--- config.mk ---
export PLATFORM = sky130hd
export DESIGN_NAME = scalar_alu_arbiter
export DESIGN_NICKNAME = d
export VERILOG_FILES = /design/src/rtl/scalar_alu_arbiter.sv
export SDC_FILE = /design/constraint.sdc
export NUM_CORES = 1
export LEC_CHECK = 0
export CORE_AREA = 3 3 184 186
export CTS_CLUSTER_SIZE = 24
export DETAILED_ROUTE_END_ITERATION = 7
export DIE_AREA = 0 0 187 189
export SLEW_MARGIN = 10
export SYNTH_ARGS = -nofsm -noshare
export SYNTH_HDL_FRONTEND = slang
export SYNTH_SLANG_ARGS = --single-unit
export TNS_END_PERCENT = 20
--- constraint.sdc ---
create_clock -name clk -period 5.2 [get_ports clk]
set_clock_uncertainty 0.05 [all_clocks]
set_input_delay 1.04 -clock clk [delete_from_list [all_inputs] [get_ports clk]]
set_output_delay 1.04 -clock clk [all_outputs]
set_load 0.05 [all_outputs]
--- src/rtl/scalar_alu_arbiter.sv ---
// Round-robin arbiter sharing one combinational scalar ALU between the scalar
// issue path (requester 0) and the vector AGU (requester 1), with a one-entry tagged response buffer.
module scalar_alu_arbiter #(
   parameter int LEN       = 32,
   parameter int ALU_SIG_W = 3,
   parameter int FUNC_W    = 4
) (
   input  logic                 clk,
   input  logic                 rst_n,
   input  logic                 flush,
   input  logic [1:0]           req_valid,
   output logic [1:0]           req_ready,
   input  logic [LEN-1:0]       req0_rs1,
   input  logic [LEN-1:0]       req0_rs2,
   input  logic [LEN-1:0]       req0_imm,
   input  logic [LEN-1:0]       req0_pc,
   input  logic [ALU_SIG_W-1:0] req0_alu_signal,
   input  logic [FUNC_W-1:0]    req0_func_code,
   input  logic [LEN-1:0]       req1_rs1,
   input  logic [LEN-1:0]       req1_rs2,
   input  logic [LEN-1:0]       req1_imm,
   input  logic [LEN-1:0]       req1_pc,
   input  logic [ALU_SIG_W-1:0] req1_alu_signal,
   input  logic [FUNC_W-1:0]    req1_func_code,
   output logic [LEN-1:0]       alu_rs1,
   output logic [LEN-1:0]       alu_rs2,
   output logic [LEN-1:0]       alu_imm,
   output logic [LEN-1:0]       alu_pc,
   output logic [ALU_SIG_W-1:0] alu_signal,
   output logic [FUNC_W-1:0]    alu_func_code,
   input  logic [LEN-1:0]       alu_result,
   input  logic [1:0]           alu_sign_bits,
   output logic                 rsp_valid,
   input  logic                 rsp_ready,
   output logic                 rsp_id,
   output logic [LEN-1:0]       rsp_result,
   output logic [1:0]           rsp_sign_bits
);

   localparam logic [ALU_SIG_W-1:0] ALU_NOP = '0;

   logic           r_rsp_valid;
   logic           r_rsp_id;
   logic           r_rr_ptr;
   logic [LEN-1:0] r_rsp_result;
   logic [1:0]     r_rsp_sign;

   logic w_buf_free;
   logic w_gnt;
   logic w_gnt_id;

   // rst_n gates the grant so req_ready stays low for the whole reset window
   assign w_buf_free = !r_rsp_valid || rsp_ready;
   assign w_gnt      = rst_n && !flush && w_buf_free && (req_valid != 2'b00);
   assign w_gnt_id   = (req_valid == 2'b11) ? r_rr_ptr : req_valid[1];
   assign req_ready  = w_gnt ? (w_gnt_id ? 2'b10 : 2'b01) : 2'b00;

   // Idle cycles must present a NOP so the ALU stays quiet
   always_comb begin
      alu_rs1       = '0;
      alu_rs2       = '0;
      alu_imm       = '0;
      alu_pc        = '0;
      alu_signal    = ALU_NOP;
      alu_func_code = '0;
      if (w_gnt) begin
         if (w_gnt_id) begin
            alu_rs1       = req1_rs1;
            alu_rs2       = req1_rs2;
            alu_imm       = req1_imm;
            alu_pc        = req1_pc;
            alu_signal    = req1_alu_signal;
            alu_func_code = req1_func_code;
         end else begin
            alu_rs1       = req0_rs1;
            alu_rs2       = req0_rs2;
            alu_imm       = req0_imm;
            alu_pc        = req0_pc;
            alu_signal    = req0_alu_signal;
            alu_func_code = req0_func_code;
         end
      end
   end

   always_ff @(posedge clk or negedge rst_n) begin
      if (!rst_n) begin
         r_rsp_valid  <= 1'b0;
         r_rsp_id     <= 1'b0;
         r_rsp_result <= '0;
         r_rsp_sign   <= 2'b00;
         r_rr_ptr     <= 1'b0;
      end else if (flush) begin
         r_rsp_valid <= 1'b0;
      end else if (w_gnt) begin
         r_rsp_valid  <= 1'b1;
         r_rsp_id     <= w_gnt_id;
         r_rsp_result <= alu_result;
         r_rsp_sign   <= alu_sign_bits;
         r_rr_ptr     <= ~w_gnt_id;
      end else if (rsp_ready) begin
         r_rsp_valid <= 1'b0;
      end
   end

   assign rsp_valid     = r_rsp_valid;
   assign rsp_id        = r_rsp_id;
   assign rsp_result    = r_rsp_result;
   assign rsp_sign_bits = r_rsp_sign;

endmodule
==> results.sh, run 1 <==
export IMPL_clk_latency_ns=0.27
export IMPL_die_area_sq_um=35300
export IMPL_synth_seq_area_share_pct=21.9
export IMPL_tightest_slew_ns=0.848
export IMPL_syn_inst=581
export IMPL_die_y_um=189
export IMPL_instances_no_fill=1437
export IMPL_rsz0062_at_grt="false"
export IMPL_rows=66
export IMPL_holdPathEnd="rsp_result[11]$_DFFE_PN0P_"
export IMPL_grt_ovfl_total=0
export IMPL_grt_max_degree=137
export IMPL_synth_edf_count=0
export IMPL_maxSlewViolCount=0
export IMPL_cts_sinks=37
export IMPL_wl_per_cell_um=17.8
export IMPL_reg2reg_depth=4
export IMPL_fin_crit_sh_pct=90.4
export IMPL_critPathMaxFanout=80
export IMPL_reg2reg_from="r_rr_ptr$_DFFE_PN0P_"
export IMPL_hold_path_cell_count=1
export IMPL_cts_tree="yes"
export IMPL_synthMuxAreaShare_pct=11.4
export IMPL_hold_viol_final=0
export IMPL_synth_compound_area_share_pct=56.3
export IMPL_powerDensity_nw_per_um2=210
export IMPL_drt_initial_drc_count=270
export IMPL_io_pins=483
export IMPL_max_freq_mhz=213
export IMPL_cts_setup_buffers=0
export IMPL_coreArea_sq_um=32500
export IMPL_seqCellArea_sq_um=930
export IMPL_cp_arrival_ns=3.61
export IMPL_worst_path_max_delay_cell="clkdlybuf4s50_1"
export IMPL_yosysTopAreaCell="o211ai_1"
export IMPL_grtUsageTotal_pct=13.1
export IMPL_synth_ff_latch_count=37
export IMPL_cts_htree_levels=2
export IMPL_synthAdderAreaFrac_pct=0
export IMPL_max_cap_violations=0
export IMPL_critPathKind="input port to output pin"
export IMPL_post_route_cell_area_sq_um=9440
export IMPL_synth_top_area_share_pct=24.0
export IMPL_cellLeakagePower_nw=3.26
export IMPL_cts_made_buffers=5
export IMPL_reg2reg_slack_ns=3.24
export IMPL_crit_top_cell="clkdlybuf4s50_1"
export IMPL_period_needed_ns=4.70
export IMPL_syn_area_per_cell_sq_um=7.28
export IMPL_antenna_found_initial=1
export IMPL_synth_async_reset_ratio_pct=100
export IMPL_routed_wirelength_um=25500
export IMPL_synthesis_area_sq_um=4230
export IMPL_cts_clk_slew_worst_paths_ns=0.06
export IMPL_place_hpwl_um=19000
export IMPL_yosysWarnings=0
export IMPL_place_area_sq_um=9270
export IMPL_synthSimpleGateAreaFrac_pct=0.769
export IMPL_yosys_top_cells_count="a21oi_1 (136), o21ai_0 (136), o211ai_1 (135)"
export IMPL_critical_path_endpoint_type="output pin"
export IMPL_place_inst=1428
export IMPL_nets=1303
export IMPL_vias=6501
export IMPL_peakVddDrop_uv=211
export IMPL_hold_buffers=0
export IMPL_clockBufferDepth=2
export IMPL_grt_pass1_vias=6452
export IMPL_floorplan_initialDensity_pct=13.0
export IMPL_start_kind="input port"
export IMPL_io_buffers=482
export IMPL_multi_input_area_sq_um=2900
export IMPL_hp_class="register to register"
export IMPL_fillers=3479
export IMPL_synth_xor_area_share_pct=0
export IMPL_vias_per_cell=4.52
export IMPL_drtAntennaViolNets=0
export IMPL_ys_flop_type="dfrtp_1"
export IMPL_grt_pass1_wl_um=38000
export IMPL_ctsResizeCount=0
export IMPL_required_ns=4.11
export IMPL_drive_gt1_share_pct=12.3
export IMPL_total_power_mw=1.98
export IMPL_synth_top_family_by_area="compound AO/OA/AOI/OAI gates"
export IMPL_setup_viol=0
export IMPL_status="completed"
export IMPL_gp_congestion=0.830
export IMPL_r2r_end="rsp_id$_DFFE_PN0P_"
export IMPL_synth_nets=891
export IMPL_setup_tns_ns=0
export IMPL_min_delay_start="rsp_result[11]$_DFFE_PN0P_"
export IMPL_drc=0
export IMPL_max_stage_delay_ns=0.83
export IMPL_synth_distinct_cells=16
export IMPL_path_cells="clkdlybuf4s50_1 > o21ai_1 > or3b_4 > buf_4 > a21oi_1 > clkdlybuf4s50_1"
export IMPL_synth_area_leaders="o211ai_1 (24%), dfrtp_1 (22%), a21oi_1 (16%)"
export IMPL_firstDrtPassIters=4
export IMPL_area_delta_synth_final_pct=123
export IMPL_slew_headroom_pct=43.5
export IMPL_cts_root_buf="clkbuf_16"
export IMPL_die_w_um=187
## placed cells by master, fill, tap and decap left out
cell type / count
buf_12: 7
nor2_1: 3
buf_2: 1
clkdlybuf4s50_1: 423
inv_4: 2
diode_2: 1
bufinv_16: 1
o21ai_0: 136
nand2b_1: 1
mux2_4: 20
clkbuf_16: 5
mux2_2: 16
a21oi_1: 136
o21ai_1: 1
clkbuf_1: 1
dfrtp_1: 36
nor2b_4: 1
dfrtp_4: 1
buf_4: 66
clkinv_4: 1
or3b_4: 1
o211ai_1: 135
## metrics by stage
step | hold slack, ns | worst slack [ns] | util, %
finish | 0.454 | 0.498 | 29.1
floorplan | 0.694 | 1.38 | -
global route | 0.466 | 0.394 | 29.1
detailed placement | 0.442 | 0.519 | 28.6
global placement | 0.440 | 0.569 | 28.6
CTS | 0.456 | 0.518 | 29.1
## layer usage
| metal | wire [um] | track usage (%) | part of all wire, % | vias up |
|---|---|---|---|---|
| li1 | - | - | - | 3067 |
| met1 | 10600 | 16.3 | 42 | 3033 |
| met2 | 12100 | 22.3 | 47 | 358 |
| met3 | 2160 | 3.74 | 8.5 | 41 |
| met4 | 612 | 3.49 | 2.4 | 2 |
| met5 | 13 | 0 | 0.051 | - |
## worst max path at each step
stage | start | endpoint | slack [ns] | cells past startpoint
after detailed placement | req_valid[0] | alu_rs2[10] | 0.52 | 6
after global routing | req_valid[0] | alu_rs2[12] | 0.39 | 6
after global placement | req_valid[0] | alu_rs1[29] | 0.57 | 6
final | req_valid[0] | alu_rs2[10] | 0.50 | 6
after CTS | req_valid[0] | alu_rs2[10] | 0.52 | 6
after floorplan | rsp_ready | alu_imm[0] | 1.38 | 6
## cell families after synthesis
group                  count (synthesis)
multiplexers                          36
buffers and inverters                 94
AO/OA/AOI/OAI                        408
flip-flops                            37
AND/OR/NAND/NOR                        6
## critical path, delay by kind of cell
kind	cells	cell delay, ns
AO/OA/AOI/OAI	2	0.36
buffers and inverters	3	1.73
AND/OR/NAND/NOR	1	0.40
## final cells by class
type	count	area share, %
flip-flops and latches	37	9.84
well taps	442	5.86
inverters	2	0.133
clock buffers	6	1.36
multi-input cells	450	30.7
diodes	1	0.0265
repair buffers	497	51.6
clock inverters	2	0.411
## power breakdown
group	total, mW	internal [mW]	leakage [nW]	switching, mW
Sequential	0.413	0.346	0.437	0.0667
Clock	0.345	0.227	0.0811	0.118
Combinational	1.23	0.517	2.75	0.709
## sequential cells by signal (all words and copies together) (netlist names)
| register | count |
|---|---|
| rsp_sign_bits | 2 |
| r_rr_ptr | 1 |
| rsp_valid | 1 |
| rsp_id | 1 |
| rsp_result | 32 |
Note: power is estimated with default switching activity, not from simulation.
==> inputs of run 2 (changes only) <==
--- a/config.mk
+++ b/config.mk
@@ -9,7 +9,7 @@
 export CTS_CLUSTER_SIZE = 24
 export DETAILED_ROUTE_END_ITERATION = 7
 export DIE_AREA = 0 0 187 189
-export SLEW_MARGIN = 10
+export SKIP_CTS_REPAIR_TIMING = 1
 export SYNTH_ARGS = -nofsm -noshare
 export SYNTH_HDL_FRONTEND = slang
 export SYNTH_SLANG_ARGS = --single-unit
==> constraint.sdc (replaced) <==
create_clock -name clk -period 6.07 [get_ports clk]
set_clock_uncertainty 0.05 [all_clocks]
set_input_delay 1.214 -clock clk [delete_from_list [all_inputs] [get_ports clk]]
set_output_delay 1.214 -clock clk [all_outputs]
set_load 0.05 [all_outputs]
==> run 2 against run 1 <==
Against the previous run:
- cell count decreased by 0.35%
- largest cell class unchanged
- clock-buffer cell count is 1 lower
- global-route usage increased by 0.12 points
- combinational power fell by 15%
- routed wire length up 1.8%
- worst hold slack better by 0.0023 ns
- sequential share of layout area fell by 0.070 points
==> results.sh, run 2 (same netlist as run 1, synthesis figures left out) <==
export IMPL_status="completed"
export IMPL_rows=66
export IMPL_grt_busiest_layer="met2"
export IMPL_tightest_slew_ns=1.04
export IMPL_cts_root_buf="clkbuf_16"
export IMPL_gp_congestion=0.811
export IMPL_drc=0
export IMPL_total_power_mw=1.67
export IMPL_drt_initial_drc_count=257
export IMPL_firstDrtPassIters=4
export IMPL_die_y_um=189
export IMPL_cts_tree="yes"
export IMPL_io_pins=483
export IMPL_area_delta_synth_final_pct=125
export IMPL_hp_class="register to register"
export IMPL_required_ns=4.81
export IMPL_clockBufferDepth=2
export IMPL_fin_crit_sh_pct=87.1
export IMPL_grtUsageTotal_pct=13.2
export IMPL_diodes=0
export IMPL_layout_commonest_cell="clkdlybuf4s50_1"
export IMPL_routed_wirelength_um=26000
export IMPL_max_cap_violations=0
export IMPL_die_w_um=187
export IMPL_cts_made_buffers=5
export IMPL_grtUsageMet2_pct=22.5
export IMPL_cts_sinks=37
export IMPL_grt_ovfl_total=0
export IMPL_die_area_sq_um=35300
export IMPL_cp_arrival_ns=4.02
export IMPL_mostFrequentLayoutCells="clkdlybuf4s50_1 (480), o21ai_0 (136), a21oi_1 (136)"
export IMPL_cts_clk_slew_worst_paths_ns=0.06
export IMPL_nets=1299
export IMPL_hold_viol_final=0
export IMPL_slew_headroom_pct=31.0
export IMPL_setup_viol=0
export IMPL_post_route_cell_area_sq_um=9510
export IMPL_grt_pass1_vias=6502
export IMPL_utilization_pct=29.3
export IMPL_p_int_mw=0.895
export IMPL_vias=6502
export IMPL_floorplan_initialDensity_pct=13.0
export IMPL_max_freq_mhz=189
export IMPL_maxSlewViolCount=0
export IMPL_p_switching_mw=0.773
export IMPL_period_needed_ns=5.29
export IMPL_coreArea_sq_um=32500
export IMPL_critPathKind="input port to output pin"
export IMPL_antenna_found_initial=6
export IMPL_rsz0062_at_grt="false"
export IMPL_gr_usage_met3_pct=4.44
export IMPL_combPwrFrac_pct=62.9
export IMPL_cellLeakagePower_nw=3.12
export IMPL_use_met1_pct=16.2
export IMPL_peakVddDrop_uv=151
export IMPL_setup_tns_ns=0
export IMPL_largest_register_ff_count=32
export IMPL_instances_no_fill=1432
export IMPL_drtAntennaViolNets=0
export IMPL_finalWorstSetupSlack_ns=0.784
export IMPL_cts_htree_levels=2
export IMPL_powerDensity_nw_per_um2=175
export IMPL_place_hpwl_um=18900
export IMPL_dp_slack_ns=0.759
export IMPL_seqPwrFrac_pct=21.5
export IMPL_switching_share_pct=46.3
export IMPL_critPathMaxFanout=90
export IMPL_place_area_sq_um=9360
export IMPL_clk_latency_ns=0.27
export IMPL_grt_pass1_wl_um=38100
export IMPL_fin_hold_ws_ns=0.456
export IMPL_grt_max_degree=137
export IMPL_io_buffers=482
export IMPL_power_share_clock_pct=15.6
export IMPL_place_inst=1424
export IMPL_start_kind="input port"
export IMPL_drive_gt1_share_pct=6.26
export IMPL_wl_per_cell_um=18.1
export IMPL_vias_per_cell=4.54
export IMPL_critical_path_endpoint_type="output pin"
## run 2: routing by layer
metal	vias up	wire length, um
met5	-	54
met4	8	490
met3	34	2460
met2	350	12200
met1	3054	10700
li1	3056	-
## run 2: worst max-delay path: stages
cell and delay, ns:
clkdlybuf4s50_1 0.56, o21ai_1 0.10, or3b_4 0.37, buf_4 0.41, a21oi_1 0.41, clkdlybuf4s50_1 0.88
## run 2: final cells by class
type                    instances  area (sq um)
fillers                      3426         22900
multi-input cells             450          2900
flip-flops and latches         37           930
clock buffers                   5           125
repair buffers                493          4960
well taps                     442           553
clock inverters                 3          25.0
inverters                       2          12.5
## run 2: power groups by stage
stage	clock [mW]	sequential, mW	combinational (mW)
final	0.261	0.358	1.05
after global routing	0.278	0.367	1.10
after CTS	0.271	0.359	1.06
after detailed placement	0	0.361	1.05
after global placement	0	0.361	1.05
after floorplan	0	0.492	0.449
## run 2: final timing paths
kind	to	cells past startpoint	start	slack (ns)
min in group asynchronous	rsp_result[2]$_DFFE_PN0P_	2	rst_n	0.97
max	alu_pc[12]	6	req_valid[0]	0.78
min	rsp_result[14]$_DFFE_PN0P_	1	rsp_result[14]$_DFFE_PN0P_	0.46
max in group asynchronous	r_rr_ptr$_DFFE_PN0P_	2	rst_n	4.61
max reg2reg	rsp_id$_DFFE_PN0P_	4	r_rr_ptr$_DFFE_PN0P_	3.95
min reg2reg	rsp_result[14]$_DFFE_PN0P_	1	rsp_result[14]$_DFFE_PN0P_	0.46
